### config.mk
export PLATFORM = sky130hd
export DESIGN_NAME = sprite_ram_writer
export DESIGN_NICKNAME = d
export VERILOG_FILES = /design/src/rtl/sprite_ram_writer.sv
export SDC_FILE = /design/constraint.sdc
export NUM_CORES = 1
export LEC_CHECK = 0
export CAP_MARGIN = 20
export CORE_MARGIN = 3
export CORE_UTILIZATION = 30
export DETAILED_ROUTE_END_ITERATION = 16
export PLACE_DENSITY_LB_ADDON = 0.2
export SYNTH_ARGS = -nofsm -noshare
export SYNTH_HDL_FRONTEND = slang
export SYNTH_SLANG_ARGS = --single-unit
### constraint.sdc
create_clock -name clk -period 6.4 [get_ports clk]
set_clock_uncertainty 0.05 [all_clocks]
set_input_delay 1.28 -clock clk [delete_from_list [all_inputs] [get_ports clk]]
set_output_delay 1.28 -clock clk [all_outputs]
set_load 0.02 [all_outputs]
### src/rtl/sprite_ram_writer.sv
// Sprite attribute RAM write side: CPU writes to the sprite windows are queued in a
// small FIFO and committed one per cycle whenever the vblank fetch FSM is not reading.
module sprite_ram_writer #(
  parameter int unsigned DEPTH         = 4,
  parameter logic [15:0] SPRITE_OFFSET = 16'h4FF0,
  parameter logic [15:0] X_OFFSET      = 16'h5060
) (
  input  logic        clk,
  input  logic        rst,
  input  logic        cpu_wr_en,
  input  logic [15:0] cpu_addr,
  input  logic [7:0]  cpu_wr_data,
  output logic        cpu_ready,
  output logic        overflow,
  input  logic        fetch_busy,
  output logic [15:0] sprite_RAM_addr,
  output logic [7:0]  sprite_RAM_dout,
  output logic        wr_en,
  output logic        pending
);

  localparam int unsigned   AW      = (DEPTH > 1) ? $clog2(DEPTH) : 1;
  localparam int unsigned   CW      = AW + 1;
  localparam logic [CW-1:0] DEPTH_C = CW'(DEPTH);

  localparam logic [1:0] IDLE  = 2'd0;
  localparam logic [1:0] DRAIN = 2'd1;
  localparam logic [1:0] STALL = 2'd2;

  logic [23:0]   mem_q [DEPTH];
  logic [23:0]   mem_d [DEPTH];
  logic [AW-1:0] head_q, head_d;
  logic [AW-1:0] tail_q, tail_d;
  logic [CW-1:0] count_q, count_d;
  logic          overflow_q, overflow_d;
  logic [1:0]    cs_q, cs_d;

  logic in_range;
  logic push;
  logic pop;

  always_comb begin
    in_range = ((cpu_addr >= SPRITE_OFFSET) && (cpu_addr <= SPRITE_OFFSET + 16'd15)) ||
               ((cpu_addr >= X_OFFSET)      && (cpu_addr <= X_OFFSET + 16'd15));
    cpu_ready = (count_q < DEPTH_C);
    pending   = (count_q != {CW{1'b0}});
    // The fetch FSM wins the RAM in the very cycle it asserts fetch_busy.
    wr_en     = ((cs_q == DRAIN) || (cs_q == STALL)) && !fetch_busy;
    pop       = wr_en;
    push      = cpu_wr_en && in_range && cpu_ready;

    if (wr_en) begin
      sprite_RAM_addr = mem_q[head_q][23:8];
      sprite_RAM_dout = mem_q[head_q][7:0];
    end else begin
      sprite_RAM_addr = 16'h0000;
      sprite_RAM_dout = 8'h00;
    end
    overflow = overflow_q;
  end

  always_comb begin
    for (int i = 0; i < int'(DEPTH); i++) begin
      mem_d[i] = mem_q[i];
    end
    if (push) begin
      mem_d[tail_q] = {cpu_addr, cpu_wr_data};
    end else begin
      mem_d[tail_q] = mem_q[tail_q];
    end
    tail_d     = push ? tail_q + AW'(1) : tail_q;
    head_d     = pop  ? head_q + AW'(1) : head_q;
    count_d    = count_q + CW'(push) - CW'(pop);
    // A full FIFO rejects the write even if the head pops this same cycle.
    overflow_d = cpu_wr_en && in_range && !cpu_ready;
  end

  always_comb begin
    cs_d = cs_q;
    case (cs_q)
      IDLE:         cs_d = push ? (fetch_busy ? STALL : DRAIN) : IDLE;
      DRAIN, STALL: cs_d = (count_d == {CW{1'b0}}) ? IDLE : (fetch_busy ? STALL : DRAIN);
      default:      cs_d = IDLE;
    endcase
  end

  always_ff @(posedge clk or posedge rst) begin
    if (rst) begin
      for (int i = 0; i < int'(DEPTH); i++) begin
        mem_q[i] <= 24'h000000;
      end
      head_q     <= {AW{1'b0}};
      tail_q     <= {AW{1'b0}};
      count_q    <= {CW{1'b0}};
      overflow_q <= 1'b0;
      cs_q       <= IDLE;
    end else begin
      for (int i = 0; i < int'(DEPTH); i++) begin
        mem_q[i] <= mem_d[i];
      end
      head_q     <= head_d;
      tail_q     <= tail_d;
      count_q    <= count_d;
      overflow_q <= overflow_d;
      cs_q       <= cs_d;
    end
  end

endmodule

==> results of run 1 <==
==> per-layer routing <==
metal	track usage	share of wire
met5	0	0
met2	0.234	0.48
met4	0.0474	0.016
met3	0.0346	0.061
met1	0.180	0.44
==> flip-flops by register name, indices dropped and copies added, names as in the netlist <==
register / count
head_q: 2
count_q: 3
mem_q: 96
overflow: 1
cs_q: 2
tail_q: 2
==> worst max-delay path, cell delays in order <==
cell             delay (ps)
clkdlybuf4s50_1         580
nor4b_1                 380
nand2_1                 150
a211oi_2                620
inv_1                   100
ha_1                    300
inv_1                    40
ha_1                    190
fa_1                    390
xnor2_1                 150
xnor2_1                 140
o31a_1                  250
a21oi_1                 190
nor3b_1                  80
==> layout make-up <==
cell class	count	area share
sequential	106	0.407
tap	225	0.0432
timing repair buffer	65	0.0959
clock buffer	9	0.0345
multi-input combinational	313	0.399
clock inverter	7	0.0144
inverter	10	0.00614
==> worst paths after layout <==
kind                        startpoint        end  slack, ps
max                        cpu_addr[4]    cs_q[1]       1770
min                          mem_q[45]  mem_q[45]        480
max reg2reg                  tail_q[1]  mem_q[23]       3380
min reg2reg                  mem_q[45]  mem_q[45]        480
max in group asynchronous          rst  tail_q[0]       3780
min in group asynchronous          rst  mem_q[28]       1310
==> metrics by stage <==
| stage | cells | utilization |
|---|---|---|
| 4_1_cts | 735 | 0.372 |
| 3_5_place_dp | 719 | 0.354 |
| 6_report | 735 | 0.372 |
| 3_3_place_gp | 719 | 0.354 |
| 5_1_grt | 735 | 0.372 |
| 2_1_floorplan | 466 | - |
==> power groups by stage <==
stage                     logic, mW  registers (mW)  clock network [mW]
after global placement        0.145           0.752                   0
after CTS                     0.149           0.739               0.618
after global routing          0.157           0.743               0.645
after detailed placement      0.148           0.752                   0
final                         0.146           0.736               0.598
after floorplan               0.131           0.704                   0
==> layout by cell type, fill, tap and decap left out, types with 2 or more instances in the layout <==
| cell | count |
|---|---|
| buf_4 | 10 |
| clkinv_2 | 2 |
| dfrtp_1 | 104 |
| mux2_2 | 8 |
| a21oi_1 | 89 |
| mux2i_1 | 19 |
| ha_1 | 8 |
| dfrtp_2 | 2 |
| nor3_1 | 2 |
| clkbuf_16 | 9 |
| nor2_1 | 91 |
| nand2_1 | 3 |
| clkinvlp_4 | 2 |
| clkdlybuf4s50_1 | 55 |
| bufinv_16 | 2 |
| inv_1 | 9 |
| xnor2_1 | 4 |
| and2_1 | 25 |
| mux4_2 | 48 |
==> cell families after synthesis <==
group                      Yosys count
and+or+nand+nor                    130
DFF                                106
AOI/OAI and AO/OA                   94
muxes                               75
buffers and inverters               47
adders and majority gates            9
xor gates and xnor gates             5
==> impl_metrics.py, run 1 <==
metrics = {
    "run_status": {
        "status": "complete, no violations",
    },
    "logic_synthesis": {
        "synth.net_count": 503,
        "synth_top_cell_by_area": "dfrtp_1",
        "synth-edff-count": 0,
        "synth_top_family_by_area": "multiplexers",
        "synth_common_cells": "dfrtp_1, nor2_1, a21oi_1, mux4_2",
        "synth_most_common_cell": "dfrtp_1",
        "synth-main-ff-cell": "dfrtp_1",
        "synth.top_cells.by_area": "dfrtp_1, mux4_2, a21oi_1, nor2_1, mux2i_1",
        "synth_cells": 466,
        "ys_async_sr_fraction": 1.00,
        "synth-simple-area-share": 0.108,
        "avgSynthCellArea_um2": 11.7,
        "synth_top_area_share": 0.487,
        "synth_area_um2": 5450,
        "yosysSeqAreaShare": 0.487,
        "synth_compound_area_frac": 0.0896,
        "ys_types": 32,
        "synth_warnings": 0,
        "synthMuxAreaShare": 0.250,
        "synth-seq-cells": 106,
        "synth_fa_ha_area_frac": 0.0221,
        "synth-xor-area-share": 0.00804,
    },
    "routing": {
        "routed_via_density": 5.03,
        "drc": 0,
        "wirelength_mm": 13.3,
        "first_pass_iters": 4,
        "wire_per_inst_um": 18.1,
        "drtIter0Drc": 189,
        "vias": 3699,
        "antenna_left": 0,
    },
    "floorplan": {
        "design.die.area_um2": 19800,
        "die_y_um": 141,
        "io_pins": 56,
        "rows": 48,
        "core_area_um2": 17500,
        "die_w_um": 141,
        "start_util": 0.311,
    },
    "final_layout": {
        "antenna_cells": 0,
        "fillers": 1725,
        "final_cell_area_um2": 6520,
        "areaGrowthSynthToFinish_pct": 19.8,
        "drive_gt1_frac": 0.171,
        "multiInputGateArea_um2": 2600,
        "register_area_um2": 2660,
        "fin_nets": 542,
    },
    "sta": {
        "tns_ps": 0,
        "setup-violations-final": 0,
        "period_share": 0.724,
        "fin_ws_ps": 1770,
        "max_slew_margin": 0.314,
        "fin_crit_ps": 4630,
        "drv_slew": 0,
        "fmax_ghz": 0.216,
        "tightest_slew_ps": 1030,
        "rsz0062_at_grt": "no",
        "final_hold_viol_count": 0,
        "fin_hold_ws_ps": 484,
    },
    "power_and_ir_drop": {
        "ir_drop_v": 0.000128,
        "finalPower_mw": 1.48,
        "leakage_nw": 2.44,
        "pwr-share-clk": 0.404,
        "p_per_area_nw_per_um2": 227,
        "switchingPower_uw": 371,
        "pwr-share-seq": 0.497,
        "internal_power_mw": 1.11,
        "swShare": 0.251,
        "comb_power_share": 0.099,
    },
    "critical_path": {
        "start_kind": "input pin",
        "required_ps": 6590,
        "crit_arrival_ps": 4820,
        "cp_max_fo": 9,
        "crit_type": "in -> reg",
        "worstRegToRegCells": 4,
        "end_kind": "flop",
    },
    "placed_design": {
        "placed_area_um2": 6200,
        "dp_hpwl_mm": 8.40,
        "place_ws_ps": 1350,
        "portBuffers": 55,
        "place_congestion": 0.751,
    },
    "global_route": {
        "grt_use_total": 0.141,
        "grt_pass1_vias": 3969,
        "grt_overflow": 0,
        "grt_max_degree": 59,
        "antenna_found_initial": 0,
        "grt_pass1_wl_mm": 21.7,
    },
    "clock_network": {
        "htreeDepth": 3,
        "cts_sinks": 106,
        "path_clk_slew_ps": 70,
        "root_buffer": "clkbuf_16",
        "numCtsBuffers": 9,
        "clk_latency_ps": 360,
        "cts_setup_buffers": 0,
        "cts_resized": 0,
        "cts_tree": "yes",
        "clk_path_buf_depth": 2,
        "cts_hold_buf": 0,
    },
    "min_path": {
        "hold_class": "reg -> reg",
        "hold_depth": 1,
    },
    "run": {
        "cap_violations": 0,
    },
}
No activity file was read; power rests on OpenSTA's default activity.
==> run 2: changes to the inputs <==
==> constraint.sdc (replaced) <==
create_clock -name clk -period 4 [get_ports clk]
set_clock_uncertainty 0.05 [all_clocks]
set_input_delay 0.8 -clock clk [delete_from_list [all_inputs] [get_ports clk]]
set_output_delay 0.8 -clock clk [all_outputs]
set_load 0.02 [all_outputs]
==> impl_metrics.py, run 2 (synthesis gave the netlist of run 1 again) <==
metrics = {
    "final_layout": {
        "top_register": "mem_q",
        "final_cell_area_um2": 6620,
        "final_cell_mix": "dfrtp_1, nor2_1, a21oi_1, clkdlybuf4s50_1, mux4_2",
        "fillers": 1728,
        "largest_reg_flops": 96,
        "layout_commonest_cell": "dfrtp_1",
        "fin_nets": 548,
        "layout.cells.non_filler": 741,
        "areaGrowthSynthToFinish_pct": 21.6,
        "drive_gt1_frac": 0.176,
        "antenna_cells": 0,
        "top_regs": "mem_q: 96 flops, count_q: 3 flops",
    },
    "sta": {
        "fin_crit_ps": 3460,
        "setup-violations-final": 0,
        "tns_ps": 0,
        "fin_ws_ps": 543,
        "fmax_ghz": 0.289,
        "period_share": 0.864,
        "final_hold_viol_count": 0,
        "max_slew_margin": 0.290,
        "rsz0062_at_grt": "no",
        "tightest_slew_ps": 1070,
        "drv_slew": 0,
    },
    "power_and_ir_drop": {
        "finalPower_mw": 2.44,
        "leakage_nw": 2.49,
        "ir_drop_v": 0.000219,
        "p_per_area_nw_per_um2": 368,
    },
    "routing": {
        "wirelength_mm": 13.6,
        "first_pass_iters": 4,
        "drtIter0Drc": 206,
        "antenna_left": 0,
        "drc": 0,
        "routed_via_density": 5.07,
        "vias": 3754,
        "wire_per_inst_um": 18.3,
    },
    "clock_network": {
        "path_clk_slew_ps": 70,
        "cts_sinks": 106,
        "numCtsBuffers": 9,
        "cts_resized": 0,
        "root_buffer": "clkbuf_16",
        "cts_setup_buffers": 0,
        "cts_tree": "yes",
        "cts_hold_buf": 0,
        "clk_latency_ps": 350,
        "htreeDepth": 3,
        "clk_path_buf_depth": 2,
    },
    "floorplan": {
        "rows": 48,
        "design.die.area_um2": 19800,
        "core_area_um2": 17500,
        "io_pins": 56,
        "start_util": 0.311,
        "die_w_um": 141,
        "die_y_um": 141,
    },
    "min_path": {
        "hold_class": "reg -> reg",
        "hold_depth": 1,
        "min_to": "mem_q[47]",
        "hp-start": "mem_q[47]",
    },
    "critical_path": {
        "regToRegSetupSlack_ps": 1160,
        "required_ps": 4190,
        "start_kind": "input pin",
        "crit_type": "in -> reg",
        "slowest_delay_ps": 450,
        "crit_arrival_ps": 3650,
        "reg2reg_to": "cs_q[1]",
        "worst_r2r_startpoint": "cs_q[0]",
        "slowest_stage": "clkdlybuf4s50_1",
        "end_kind": "flop",
        "crit_chain": "clkdlybuf4s50_1 > nor4bb_1 > nand3_1 > a211oi_2 > inv_1 > ha_1 > inv_1 > ha_1 > fa_1 > xnor2_1 > xnor2_1 > o31a_1 > a21oi_1 > nor3b_1",
        "worstRegToRegCells": 13,
        "cp_max_fo": 3,
    },
    "placed_design": {
        "portBuffers": 55,
        "place_ws_ps": 166,
        "place_congestion": 0.748,
        "dp_hpwl_mm": 8.72,
        "placed_cells": 725,
        "placed_area_um2": 6290,
    },
    "global_route": {
        "grt_pass1_wl_mm": 22.2,
        "grt_overflow": 0,
        "grt_max_degree": 47,
        "grt_pass1_vias": 4082,
        "antenna_found_initial": 0,
        "grt_use_total": 0.145,
    },
    "run_status": {
        "status": "complete, no violations",
    },
    "run": {
        "cap_violations": 0,
    },
}
==> run 2: changes by cell type in the layout (fill, tap and decap cells not counted) <==
| cell | before | now |
|---|---|---|
| clkinv_2 | 2 | 1 |
| buf_12 | 0 | 3 |
| buf_4 | 10 | 13 |
| bufinv_16 | 2 | 3 |
| clkbuf_1 | 0 | 2 |
| clkinvlp_4 | 2 | 1 |
| clkinv_4 | 1 | 0 |
==> run 2: per-layer routing <==
metal	track usage	vias to the layer above	wire length, um
li1	-	1757	-
met1	0.189	1911	6080
met2	0.244	73	6810
met3	0.0393	13	534
met4	0.0311	0	170
met5	0	-	0
==> run 2: where the power goes <==
part / internal, mW / switching [mW]
clock: 0.611 / 0.395
sequential: 1.09 / 0.0509
combinational: 0.150 / 0.137
total: 1.86 / 0.583
==> run 2: worst max path at each step <==
stage                       startpoint    endpoint  slack, ps  depth (start not counted)
after floorplan                    rst  count_q[0]        360                          1
after global placement    cpu_addr[14]     cs_q[1]        210                         14
after detailed placement  cpu_addr[14]     cs_q[1]        170                         14
after CTS                  cpu_addr[4]     cs_q[1]        530                         14
after global routing       cpu_addr[4]     cs_q[0]        270                         14
final                     cpu_addr[14]     cs_q[1]        540                         14
==> run 2: critical path, delay by kind of cell <==
| family | cells | cell delay (ps) |
|---|---|---|
| compound gates | 3 | 650 |
| xor+xnor | 2 | 280 |
| fa+ha+maj | 3 | 820 |
| buf+inv | 3 | 560 |
| simple gates | 3 | 540 |
==> run 2: per-stage QoR <==
| stage | utilization | hold WS [ps] |
|---|---|---|
| 2_1_floorplan | - | 442 |
| 3_3_place_gp | 0.358 | 457 |
| 3_5_place_dp | 0.358 | 466 |
| 4_1_cts | 0.378 | 483 |
| 5_1_grt | 0.378 | 507 |
| 6_report | 0.378 | 481 |
==> run 2: area by class of cell <==
type                       instances  area, um2  share of cell area
sequential                       106       2660               0.401
multi-input combinational        313       2600               0.393
timing repair buffer              71        708               0.107
tap                              225        282              0.0425
clock buffer                      11        233              0.0351
clock inverter                     5        103              0.0155
inverter                          10       40.0             0.00605
==> run 3: changes to the inputs <==
--- a/config.mk
+++ b/config.mk
@@ -6,7 +6,6 @@
 export NUM_CORES = 1
 export LEC_CHECK = 0
 export CAP_MARGIN = 20
-export CORE_MARGIN = 3
 export CORE_UTILIZATION = 30
 export DETAILED_ROUTE_END_ITERATION = 16
 export PLACE_DENSITY_LB_ADDON = 0.2
==> impl_metrics.py, run 3 (synthesis gave the netlist of run 1 again) <==
metrics = {
    "power_and_ir_drop": {
        "ir_drop_v": 0.000200,
        "p_per_area_nw_per_um2": 360,
        "leakage_nw": 2.49,
    },
    "global_route": {
        "grt_use_total": 0.161,
        "antenna_found_initial": 0,
        "grt_overflow": 0,
        "grt_max_degree": 65,
        "grt_pass1_wl_mm": 22.4,
        "grt_pass1_vias": 3983,
    },
    "clock_network": {
        "root_buffer": "clkbuf_16",
        "clk_path_buf_depth": 2,
        "numCtsBuffers": 9,
        "clk_latency_ps": 340,
        "cts_resized": 0,
        "cts_setup_buffers": 0,
        "htreeDepth": 3,
        "cts_hold_buf": 0,
        "path_clk_slew_ps": 70,
        "cts_sinks": 106,
        "cts_tree": "yes",
    },
    "critical_path": {
        "end_kind": "flop",
        "crit_arrival_ps": 3660,
        "crit_type": "in -> reg",
        "worst_r2r_startpoint": "cs_q[0]",
        "cp_max_fo": 3,
        "start_kind": "input pin",
        "reg2reg_to": "cs_q[1]",
        "required_ps": 4180,
        "critPathLaunch": "cpu_addr[12]",
        "regToRegSetupSlack_ps": 1120,
        "worstRegToRegCells": 13,
    },
    "sta": {
        "period_share": 0.869,
        "rsz0062_at_grt": "no",
        "max_slew_margin": 0.439,
        "tightest_slew_ps": 842,
        "setup-violations-final": 0,
        "tns_ps": 0,
        "final_hold_viol_count": 0,
        "fin_crit_ps": 3480,
        "drv_slew": 0,
        "fin_ws_ps": 524,
        "fmax_ghz": 0.288,
    },
    "final_layout": {
        "drive_gt1_frac": 0.181,
        "fin_nets": 550,
        "multiInputGateArea_um2": 2600,
        "areaGrowthSynthToFinish_pct": 21.3,
        "top_regs": "mem_q: 96 flops, count_q: 3 flops",
        "layout_commonest_cell": "dfrtp_1",
        "largest_reg_flops": 96,
        "register_area_um2": 2660,
        "top_register": "mem_q",
        "antenna_cells": 0,
        "fillers": 1715,
        "final_cell_mix": "dfrtp_1, nor2_1, a21oi_1, clkdlybuf4s50_1, mux4_2",
    },
    "floorplan": {
        "io_pins": 56,
        "die_y_um": 137,
        "start_util": 0.311,
        "design.die.area_um2": 18700,
        "die_w_um": 137,
        "rows": 48,
        "core_area_um2": 17500,
    },
    "min_path": {
        "min_to": "mem_q[21]",
        "hold_class": "reg -> reg",
        "hp-start": "mem_q[21]",
        "hold_depth": 1,
    },
    "routing": {
        "wire_per_inst_um": 18.2,
        "drtIter0Drc": 248,
        "wirelength_mm": 13.6,
        "first_pass_iters": 4,
        "antenna_left": 0,
        "drc": 0,
        "routed_via_density": 5.16,
        "vias": 3832,
    },
    "run_status": {
        "status": "complete, no violations",
    },
    "run": {
        "cap_violations": 0,
    },
    "placed_design": {
        "portBuffers": 55,
        "place_ws_ps": 151,
        "place_congestion": 0.721,
        "dp_hpwl_mm": 8.66,
    },
}
[run 3: how the worst max path moves through the flow]
stage | end | slack [ps] | depth (start not counted)
2_1_floorplan | count_q[0] | 360 | 1
3_3_place_gp | cs_q[1] | 200 | 14
3_5_place_dp | cs_q[1] | 150 | 14
4_1_cts | cs_q[1] | 500 | 14
5_1_grt | cs_q[1] | 260 | 14
6_report | cs_q[1] | 520 | 14
[run 3: critical path, stage by stage]
cell	delay [ps]
clkdlybuf4s50_1	510
nor4b_1	260
nand2_1	150
a211oi_2	270
inv_1	70
ha_1	270
inv_1	40
ha_1	180
fa_1	370
xnor2_1	190
xnor2_1	100
o31a_1	230
a21oi_1	160
nor3b_1	70
[run 3: metrics by stage]
stage	cells	instance area [um2]	hold WS, ps	util	total power, mW
floorplan	466	5450	442	-	1.34
finish	743	6610	475	0.377	2.38
detailed placement	727	6290	465	0.359	1.47
global placement	727	6290	455	0.359	1.47
CTS	743	6610	480	0.377	2.42
global route	743	6610	505	0.377	2.50
[run 3: where the power goes]
part	leakage [nW]	internal (mW)	switching, mW
combinational	1.33	0.154	0.141
clock	0.156	0.555	0.388
sequential	1.00	1.09	0.0507
total	2.49	1.80	0.579
[run 3: metal layers]
| metal | part of all wire | vias up | global-route usage |
|---|---|---|---|
| met5 | 0 | - | 0 |
| met4 | 0.016 | 0 | 0.0556 |
| met3 | 0.049 | 16 | 0.0430 |
| met2 | 0.47 | 113 | 0.253 |
| met1 | 0.46 | 1950 | 0.214 |
| li1 | - | 1753 | - |
[run 3: cell type report]
type,count,share of cell area
Sequential cell,106,0.402
Inverter,10,0.00606
Clock buffer,15,0.0435
Clock inverter,1,0.00454
Multi-Input combinational cell,313,0.394
Tap cell,225,0.0426
Timing Repair Buffer,73,0.108
